$ cat src/rtl/mem_arb_pkg.sv
// mem_arb_pkg: shared types and constants for the memory port arbiter.
// FSM states, port owners, access length codes and default timeout.
package mem_arb_pkg;

    typedef enum logic {
        IDLE = 1'b0,
        BUSY = 1'b1
    } state_e;

    typedef enum logic {
        OWN_IF = 1'b0,
        OWN_D  = 1'b1
    } owner_e;

    localparam logic [1:0] LEN_BYTE = 2'b00;
    localparam logic [1:0] LEN_HALF = 2'b01;
    localparam logic [1:0] LEN_WORD = 2'b10;

    localparam int DEF_TIMEOUT = 15;

endpackage

$ cat src/rtl/mem_port_arbiter_if.sv
// mem_port_arbiter_if: fetch, data and backing-memory signals of the arbiter.
// slave = arbiter view, master = pipeline/memory view.
interface mem_port_arbiter_if #(
    parameter int ADDR_W = 12,
    parameter int DATA_W = 32
);
    logic              if_req;
    logic [ADDR_W-1:0] if_addr;
    logic              if_gnt;
    logic              if_valid;
    logic [DATA_W-1:0] if_rdata;

    logic              d_req;
    logic              d_we;
    logic [ADDR_W-1:0] d_addr;
    logic [DATA_W-1:0] d_wdata;
    logic [1:0]        d_len;
    logic              d_gnt;
    logic              d_valid;
    logic [DATA_W-1:0] d_rdata;

    logic              err;

    logic              mem_req;
    logic              mem_we;
    logic [ADDR_W-1:0] mem_addr;
    logic [DATA_W-1:0] mem_wdata;
    logic [1:0]        mem_len;
    logic [DATA_W-1:0] mem_rdata;
    logic              mem_ack;

    logic              stall_if;
    logic              stall_d;

    modport slave (
        input  if_req, if_addr,
        input  d_req, d_we, d_addr, d_wdata, d_len,
        input  mem_rdata, mem_ack,
        output if_gnt, if_valid, if_rdata,
        output d_gnt, d_valid, d_rdata, err,
        output mem_req, mem_we, mem_addr, mem_wdata, mem_len,
        output stall_if, stall_d
    );

    modport master (
        output if_req, if_addr,
        output d_req, d_we, d_addr, d_wdata, d_len,
        output mem_rdata, mem_ack,
        input  if_gnt, if_valid, if_rdata,
        input  d_gnt, d_valid, d_rdata, err,
        input  mem_req, mem_we, mem_addr, mem_wdata, mem_len,
        input  stall_if, stall_d
    );

endinterface

$ cat src/rtl/mem_arb_pick.sv
// mem_arb_pick: combinational winner selection between fetch and data.
// MEM_ARB_RR_EN selects round-robin; otherwise data always beats fetch.
module mem_arb_pick
    import mem_arb_pkg::*;
(
    input  logic   if_req,
    input  logic   d_req,
    input  owner_e last_win,
    output logic   pick_if,
    output logic   pick_d
);

`ifdef MEM_ARB_RR_EN
    // On a conflict the side that did not win last time gets the port.
    always_comb begin
        pick_if = 1'b0;
        pick_d  = 1'b0;
        if (if_req && d_req) begin
            pick_d  = (last_win == OWN_IF);
            pick_if = (last_win == OWN_D);
        end else begin
            pick_d  = d_req;
            pick_if = if_req;
        end
    end
`else
    logic unused_last;
    assign unused_last = (last_win == OWN_D);

    // Fixed priority: the memory stage is older in the pipe, so it wins.
    always_comb begin
        pick_d  = d_req;
        pick_if = if_req & ~d_req;
    end
`endif

endmodule

$ cat src/rtl/mem_port_arbiter.sv
// mem_port_arbiter: shares one memory port between fetch and data sides.
// Define MEM_ARB_RR_EN for round-robin arbitration (default fixed, D first).
module mem_port_arbiter
    import mem_arb_pkg::*;
#(
    parameter int ADDR_W  = 12,
    parameter int DATA_W  = 32,
    parameter int TIMEOUT = DEF_TIMEOUT
) (
    input  logic              clk,
    input  logic              rst_n,
    mem_port_arbiter_if.slave bus
);

    localparam int            TW    = $clog2(TIMEOUT + 1);
    localparam logic [TW-1:0] T_MAX = TW'(TIMEOUT);

    state_e            state_q, state_d;
    owner_e            owner_q, owner_d;
    owner_e            last_q, last_d;
    logic [TW-1:0]     timer_q, timer_d;
    logic              we_q, we_d;
    logic [ADDR_W-1:0] addr_q, addr_d;
    logic [DATA_W-1:0] wdata_q, wdata_d;
    logic [1:0]        len_q, len_d;
    logic              if_valid_q, if_valid_d;
    logic              d_valid_q, d_valid_d;
    logic              err_q, err_d;
    logic [DATA_W-1:0] if_rdata_q, if_rdata_d;
    logic [DATA_W-1:0] d_rdata_q, d_rdata_d;

    logic pick_if, pick_d;
    logic idle, busy;
    logic if_gnt, d_gnt;

    mem_arb_pick u_pick (
        .if_req   (bus.if_req),
        .d_req    (bus.d_req),
        .last_win (last_q),
        .pick_if  (pick_if),
        .pick_d   (pick_d)
    );

    assign idle   = (state_q == IDLE);
    assign busy   = (state_q == BUSY);
    assign if_gnt = idle & pick_if;
    assign d_gnt  = idle & pick_d;

    assign bus.if_gnt    = if_gnt;
    assign bus.d_gnt     = d_gnt;
    assign bus.if_valid  = if_valid_q;
    assign bus.if_rdata  = if_rdata_q;
    assign bus.d_valid   = d_valid_q;
    assign bus.d_rdata   = d_rdata_q;
    assign bus.err       = err_q;
    assign bus.mem_req   = busy;
    assign bus.mem_we    = we_q;
    assign bus.mem_addr  = addr_q;
    assign bus.mem_wdata = wdata_q;
    assign bus.mem_len   = len_q;
    assign bus.stall_if  = (bus.if_req & ~if_gnt)
                         | (busy & (owner_q == OWN_IF));
    assign bus.stall_d   = (bus.d_req & ~d_gnt)
                         | (busy & (owner_q == OWN_D));

    // Next state: grant in IDLE, wait for ack or timeout in BUSY.
    always_comb begin
        state_d    = state_q;
        owner_d    = owner_q;
        last_d     = last_q;
        timer_d    = timer_q;
        we_d       = we_q;
        addr_d     = addr_q;
        wdata_d    = wdata_q;
        len_d      = len_q;
        if_valid_d = 1'b0;
        d_valid_d  = 1'b0;
        err_d      = 1'b0;
        if_rdata_d = if_rdata_q;
        d_rdata_d  = d_rdata_q;
        unique case (state_q)
            IDLE: begin
                if (pick_d) begin
                    state_d = BUSY;
                    owner_d = OWN_D;
                    timer_d = '0;
                    we_d    = bus.d_we;
                    addr_d  = bus.d_addr;
                    wdata_d = bus.d_wdata;
                    len_d   = bus.d_len;
                end else if (pick_if) begin
                    state_d = BUSY;
                    owner_d = OWN_IF;
                    timer_d = '0;
                    we_d    = 1'b0;
                    addr_d  = bus.if_addr;
                    wdata_d = '0;
                    len_d   = LEN_WORD;
                end
            end
            BUSY: begin
                timer_d = timer_q + 1'b1;
                if (bus.mem_ack) begin
                    state_d = IDLE;
                    last_d  = owner_q;
                    if (owner_q == OWN_IF) begin
                        if_valid_d = 1'b1;
                        if_rdata_d = bus.mem_rdata;
                    end else begin
                        d_valid_d = 1'b1;
                        if (!we_q) begin
                            d_rdata_d = bus.mem_rdata;
                        end
                    end
                end else if (timer_d == T_MAX) begin
                    state_d = IDLE;
                    err_d   = 1'b1;
                    if (owner_q == OWN_IF) begin
                        if_valid_d = 1'b1;
                    end else begin
                        d_valid_d = 1'b1;
                    end
                end
            end
            default: state_d = IDLE;
        endcase
    end

    // State, latched request fields and registered responses.
    always_ff @(posedge clk or negedge rst_n) begin
        if (!rst_n) begin
            state_q    <= IDLE;
            owner_q    <= OWN_IF;
            last_q     <= OWN_IF;
            timer_q    <= '0;
            we_q       <= 1'b0;
            addr_q     <= '0;
            wdata_q    <= '0;
            len_q      <= '0;
            if_valid_q <= 1'b0;
            d_valid_q  <= 1'b0;
            err_q      <= 1'b0;
            if_rdata_q <= '0;
            d_rdata_q  <= '0;
        end else begin
            state_q    <= state_d;
            owner_q    <= owner_d;
            last_q     <= last_d;
            timer_q    <= timer_d;
            we_q       <= we_d;
            addr_q     <= addr_d;
            wdata_q    <= wdata_d;
            len_q      <= len_d;
            if_valid_q <= if_valid_d;
            d_valid_q  <= d_valid_d;
            err_q      <= err_d;
            if_rdata_q <= if_rdata_d;
            d_rdata_q  <= d_rdata_d;
        end
    end

endmodule

$ cat src/flat_wrapper.sv
// flat-port wrapper written by rule: the top's interface ports become plain ports
module mem_port_arbiter_flat import mem_arb_pkg::*;
#(
    parameter int ADDR_W  = 12,
    parameter int DATA_W  = 32,
    parameter int TIMEOUT = DEF_TIMEOUT
)
  (clk, rst_n, bus_if_req, bus_if_addr, bus_d_req, bus_d_we, bus_d_addr, bus_d_wdata, bus_d_len, bus_mem_rdata, bus_mem_ack, bus_if_gnt, bus_if_valid, bus_if_rdata, bus_d_gnt, bus_d_valid, bus_d_rdata, bus_err, bus_mem_req, bus_mem_we, bus_mem_addr, bus_mem_wdata, bus_mem_len, bus_stall_if, bus_stall_d);
  mem_port_arbiter_if #(.ADDR_W(ADDR_W), .DATA_W(DATA_W)) bus_i ();
  input  logic clk;
  input  logic rst_n;
  input wire logic [$bits(bus_i.if_req)-1:0] bus_if_req;
  input wire logic [$bits(bus_i.if_addr)-1:0] bus_if_addr;
  input wire logic [$bits(bus_i.d_req)-1:0] bus_d_req;
  input wire logic [$bits(bus_i.d_we)-1:0] bus_d_we;
  input wire logic [$bits(bus_i.d_addr)-1:0] bus_d_addr;
  input wire logic [$bits(bus_i.d_wdata)-1:0] bus_d_wdata;
  input wire logic [$bits(bus_i.d_len)-1:0] bus_d_len;
  input wire logic [$bits(bus_i.mem_rdata)-1:0] bus_mem_rdata;
  input wire logic [$bits(bus_i.mem_ack)-1:0] bus_mem_ack;
  output wire logic [$bits(bus_i.if_gnt)-1:0] bus_if_gnt;
  output wire logic [$bits(bus_i.if_valid)-1:0] bus_if_valid;
  output wire logic [$bits(bus_i.if_rdata)-1:0] bus_if_rdata;
  output wire logic [$bits(bus_i.d_gnt)-1:0] bus_d_gnt;
  output wire logic [$bits(bus_i.d_valid)-1:0] bus_d_valid;
  output wire logic [$bits(bus_i.d_rdata)-1:0] bus_d_rdata;
  output wire logic [$bits(bus_i.err)-1:0] bus_err;
  output wire logic [$bits(bus_i.mem_req)-1:0] bus_mem_req;
  output wire logic [$bits(bus_i.mem_we)-1:0] bus_mem_we;
  output wire logic [$bits(bus_i.mem_addr)-1:0] bus_mem_addr;
  output wire logic [$bits(bus_i.mem_wdata)-1:0] bus_mem_wdata;
  output wire logic [$bits(bus_i.mem_len)-1:0] bus_mem_len;
  output wire logic [$bits(bus_i.stall_if)-1:0] bus_stall_if;
  output wire logic [$bits(bus_i.stall_d)-1:0] bus_stall_d;
  assign bus_i.if_req = bus_if_req;
  assign bus_i.if_addr = bus_if_addr;
  assign bus_i.d_req = bus_d_req;
  assign bus_i.d_we = bus_d_we;
  assign bus_i.d_addr = bus_d_addr;
  assign bus_i.d_wdata = bus_d_wdata;
  assign bus_i.d_len = bus_d_len;
  assign bus_i.mem_rdata = bus_mem_rdata;
  assign bus_i.mem_ack = bus_mem_ack;
  assign bus_if_gnt = bus_i.if_gnt;
  assign bus_if_valid = bus_i.if_valid;
  assign bus_if_rdata = bus_i.if_rdata;
  assign bus_d_gnt = bus_i.d_gnt;
  assign bus_d_valid = bus_i.d_valid;
  assign bus_d_rdata = bus_i.d_rdata;
  assign bus_err = bus_i.err;
  assign bus_mem_req = bus_i.mem_req;
  assign bus_mem_we = bus_i.mem_we;
  assign bus_mem_addr = bus_i.mem_addr;
  assign bus_mem_wdata = bus_i.mem_wdata;
  assign bus_mem_len = bus_i.mem_len;
  assign bus_stall_if = bus_i.stall_if;
  assign bus_stall_d = bus_i.stall_d;
  mem_port_arbiter #(.ADDR_W(ADDR_W), .DATA_W(DATA_W), .TIMEOUT(TIMEOUT)) u_core (.clk(clk), .rst_n(rst_n), .bus(bus_i));
endmodule
$ cat config.mk
export PLATFORM = sky130hd
export DESIGN_NAME = mem_port_arbiter_flat
export DESIGN_NICKNAME = d
export VERILOG_FILES = /design/src/rtl/mem_arb_pkg.sv /design/src/rtl/mem_port_arbiter_if.sv /design/src/rtl/mem_arb_pick.sv /design/src/rtl/mem_port_arbiter.sv /design/src/flat_wrapper.sv
export SDC_FILE = /design/constraint.sdc
export NUM_CORES = 1
export LEC_CHECK = 0
export ABC_AREA = 1
export CELL_PAD_IN_SITES_DETAIL_PLACEMENT = 1
export CELL_PAD_IN_SITES_GLOBAL_PLACEMENT = 2
export CORE_ASPECT_RATIO = 0.5
export CORE_MARGIN = 2
export CORE_UTILIZATION = 26
export CTS_CLUSTER_DIAMETER = 80
export DETAILED_ROUTE_END_ITERATION = 8
export PLACE_DENSITY_LB_ADDON = 0.3
export REMOVE_ABC_BUFFERS = 1
export SETUP_SLACK_MARGIN = 0.15
export SYNTH_ARGS = -nofsm -noshare
export SYNTH_HDL_FRONTEND = slang
export SYNTH_HIERARCHICAL = 1
export SYNTH_SLANG_ARGS = --single-unit
$ cat constraint.sdc
create_clock -name clk -period 2.19 [get_ports clk]
set_input_delay 0.438 -clock clk [delete_from_list [all_inputs] [get_ports clk]]
set_output_delay 0.438 -clock clk [all_outputs]
set_load 0.005 [all_outputs]
==> impl_metrics.toml <==
[floorplan]
die_w_um = 194
start_util_pct = 26.8
die_h_um = 99.0
rows = 34
pin_count = 215
die_area_um2 = 19200
coreArea_um2 = 17500

[clock_tree]
cts.clk_slew.worst_paths_ns = 0.05
cts_tree = "built"
cts-root-buf = "clkbuf_16"
clkLatencyLatePin_ns = 0.40
clock-sinks = 120
htree_num_levels = 4
clockBufferDepth = 2
numCtsBuffers = 17

[sta]
finClkSkew_ns = 0.0115
relSlewSlack_pct = 72.4
max_slew.worst_pin.slew_ns = 0.413
hold_viol = 0
fin_crit_sh_pct = 90.4
setup_viol = 0
fin_crit_ns = 1.98
slew_viol_final = 0
hold_ws_ns = 0.483
fin_ws_ns = 0.210
fmax_ghz = 0.505
grt_setup_unrepaired = "yes"

[yosys]
avgSynthCellArea_um2 = 10.6
ys_warn_count = 6
syn_inst = 442
syn_area_um2 = 4690

[placed_design]
gp_congestion = 0.711
dp.cells = 879
numPortBuffers = 214
placed_area_um2 = 7100
place_ws_ns = -0.0859
place_hpwl_mm = 9.80

[power]
p_int_uw = 6860
pwr-share-comb_pct = 34.1
power_density_nw_per_um2 = 1250
p_sw_uw = 2840
clkPwrFrac_pct = 28.9
finalPower_uw = 9700
switching_share_pct = 29.3
vdd.ir_drop.worst_mv = 0.633
seqPwrFrac_pct = 37.0
p_leak_uw = 0.00357

[layout]
fin_cells = 918
multiInputGateArea_um2 = 1340
synthToLayoutAreaGrowth_pct = 65.2
regArea_um2 = 3000
fillCellCount = 1952
drive_above_1_share_pct = 9.50
n_antenna_cell = 0
postLayoutCellArea_um2 = 7760
final_nets = 769

[grt]
antenna_found_initial = 0
grt_max_degree = 65
grt-ovfl-total = 0
gr-usage-all-layers_pct = 14.6
grt_pass1_vias = 4199
grt_pass1_wl_mm = 22.5

[critical_path]
r2r_cells = 7
critPathLaunch = "bus_if_req"
required_ns = 1.75
cp-start-kind = "input port"
critical_path_class = "input port to output pin"
crit_path_end = "bus_stall_if"
rr_startpoint = "u_core/bus.mem_req$_DFF_PN0_"
r2r_slack_ns = 0.74
path_max_fanout = 3
crit_arrival_ns = 1.54
crit_path_end_kind = "output pin"
r2r_end = "u_core/bus.mem_len[0]$_DFFE_PN0P_"

[route]
drt_first_pass_iters = 4
drt-initial-drc-count = 144
drc = 0
vias = 3935
viasPerCell = 4.29
ant_nets = 0
routedWlPerCell_um = 15.2
wl_mm = 14.0

[worst_hold_path]
hold_class = "flip-flop to flip-flop"
min_delay_path_depth = 2

[flow_run]
cap_violations = 0

[run_status]
status = "complete, no violations"
-- worst min path at each step --
| stage | startpoint | end | slack, ns |
|---|---|---|---|
| global placement | rst_n | u_core/bus.mem_len[1]$_DFFE_PN0P_ | 0.40 |
| global route | u_core/bus.if_rdata[11]$_DFFE_PN0P_ | u_core/bus.if_rdata[11]$_DFFE_PN0P_ | 0.50 |
| floorplan | rst_n | u_core/bus.d_rdata[0]$_DFFE_PN0P_ | 0.14 |
| detailed placement | rst_n | u_core/bus.mem_len[1]$_DFFE_PN0P_ | 0.40 |
| CTS | u_core/bus.if_rdata[18]$_DFFE_PN0P_ | u_core/bus.if_rdata[18]$_DFFE_PN0P_ | 0.49 |
| finish | u_core/bus.if_rdata[18]$_DFFE_PN0P_ | u_core/bus.if_rdata[18]$_DFFE_PN0P_ | 0.48 |
-- layer usage --
metal	GRT usage [%]	share of wire, %
met1	17.8	43
met2	25.8	51
met3	4.11	4.8
met4	3.50	0.71
met5	0	0
-- critical path, cell delays in order --
cell and delay (ns):
clkdlybuf4s50_1 0.48, inv_1 0.07, nor2_4 0.14, nand2_4 0.06, nand2_1 0.06, nand2_1 0.04
dlygate4sd2_1 0.25
-- sequential cells by signal, indices dropped and copies added (netlist names) --
name	cells
u_core/bus.mem_len	2
u_core/bus.mem_addr	12
u_core/bus.d_rdata	32
u_core/bus.mem_req	1
u_core/bus.d_valid	1
u_core/bus.mem_we	1
u_core/bus.if_valid	1
u_core/bus.mem_wdata	32
u_core/owner_q	1
u_core/timer_q	4
u_core/bus.err	1
u_core/bus.if_rdata	32
-- cells in the final DEF (no fill, tap or decap) --
| cell type | n |
|---|---|
| dfrtp_1 | 119 |
| nand2_4 | 2 |
| o21ai_0 | 33 |
| nor3_1 | 1 |
| nor2_8 | 1 |
| clkdlybuf4s15_1 | 1 |
| nor2_2 | 1 |
| clkdlybuf4s50_1 | 209 |
| nor2_1 | 14 |
| bufinv_16 | 2 |
| dlymetal6s2s_1 | 1 |
| nand2_2 | 1 |
| nand2_8 | 1 |
| nand3_1 | 3 |
| dfrtp_2 | 1 |
| inv_1 | 42 |
| a31oi_1 | 12 |
| inv_6 | 6 |
| inv_2 | 2 |
| inv_4 | 1 |
| inv_8 | 1 |
| buf_12 | 4 |
| dlygate4sd2_1 | 2 |
| nand4_4 | 1 |
| o21ai_1 | 36 |
| nand2_1 | 105 |
| buf_6 | 1 |
| buf_4 | 15 |
| a21oi_1 | 2 |
| o22ai_1 | 1 |
| a22o_1 | 33 |
| nand4_1 | 1 |
| dlygate4sd3_1 | 1 |
| ha_1 | 2 |
| clkinv_4 | 4 |
| clkinv_2 | 2 |
| nor2_4 | 1 |
| o22a_1 | 1 |
| clkbuf_16 | 17 |
| clkinvlp_4 | 1 |
-- per-stage QoR --
stage	utilization, %	TNS, ns
floorplan	-	0
global placement	40.5	-0.149
detailed placement	40.5	-0.192
CTS	44.1	0
global route	44.3	0
finish	44.3	0
-- area by class of cell --
type                    count  area share, %
flip-flops and latches    120           38.7
repair buffers            234           30.2
multi-input cells         252           17.3
clock buffers              17           5.48
well taps                 234           3.77
inverters                  46           2.32
clock inverters            15           2.16
-- repair_timing --
item | 4_1_cts | 5_1_grt
resized for setup | 6 | 2
setup endpoints to repair | 5 | 3
pin swaps | 0 | 1
hold endpoints to repair | 27 | 0
setup buffers | 3 | 3
hold buffers | 1 | 0
-- power groups by stage --
stage                     Combinational (µW)  Clock (µW)  Sequential, µW
after floorplan                          929           0            3650
after global placement                  3300           0            3600
after detailed placement                3360           0            3630
after CTS                               3370        2880            3620
after global routing                    3610        3000            3710
final                                   3310        2800            3590
Power figures use the tool's default switching activity.
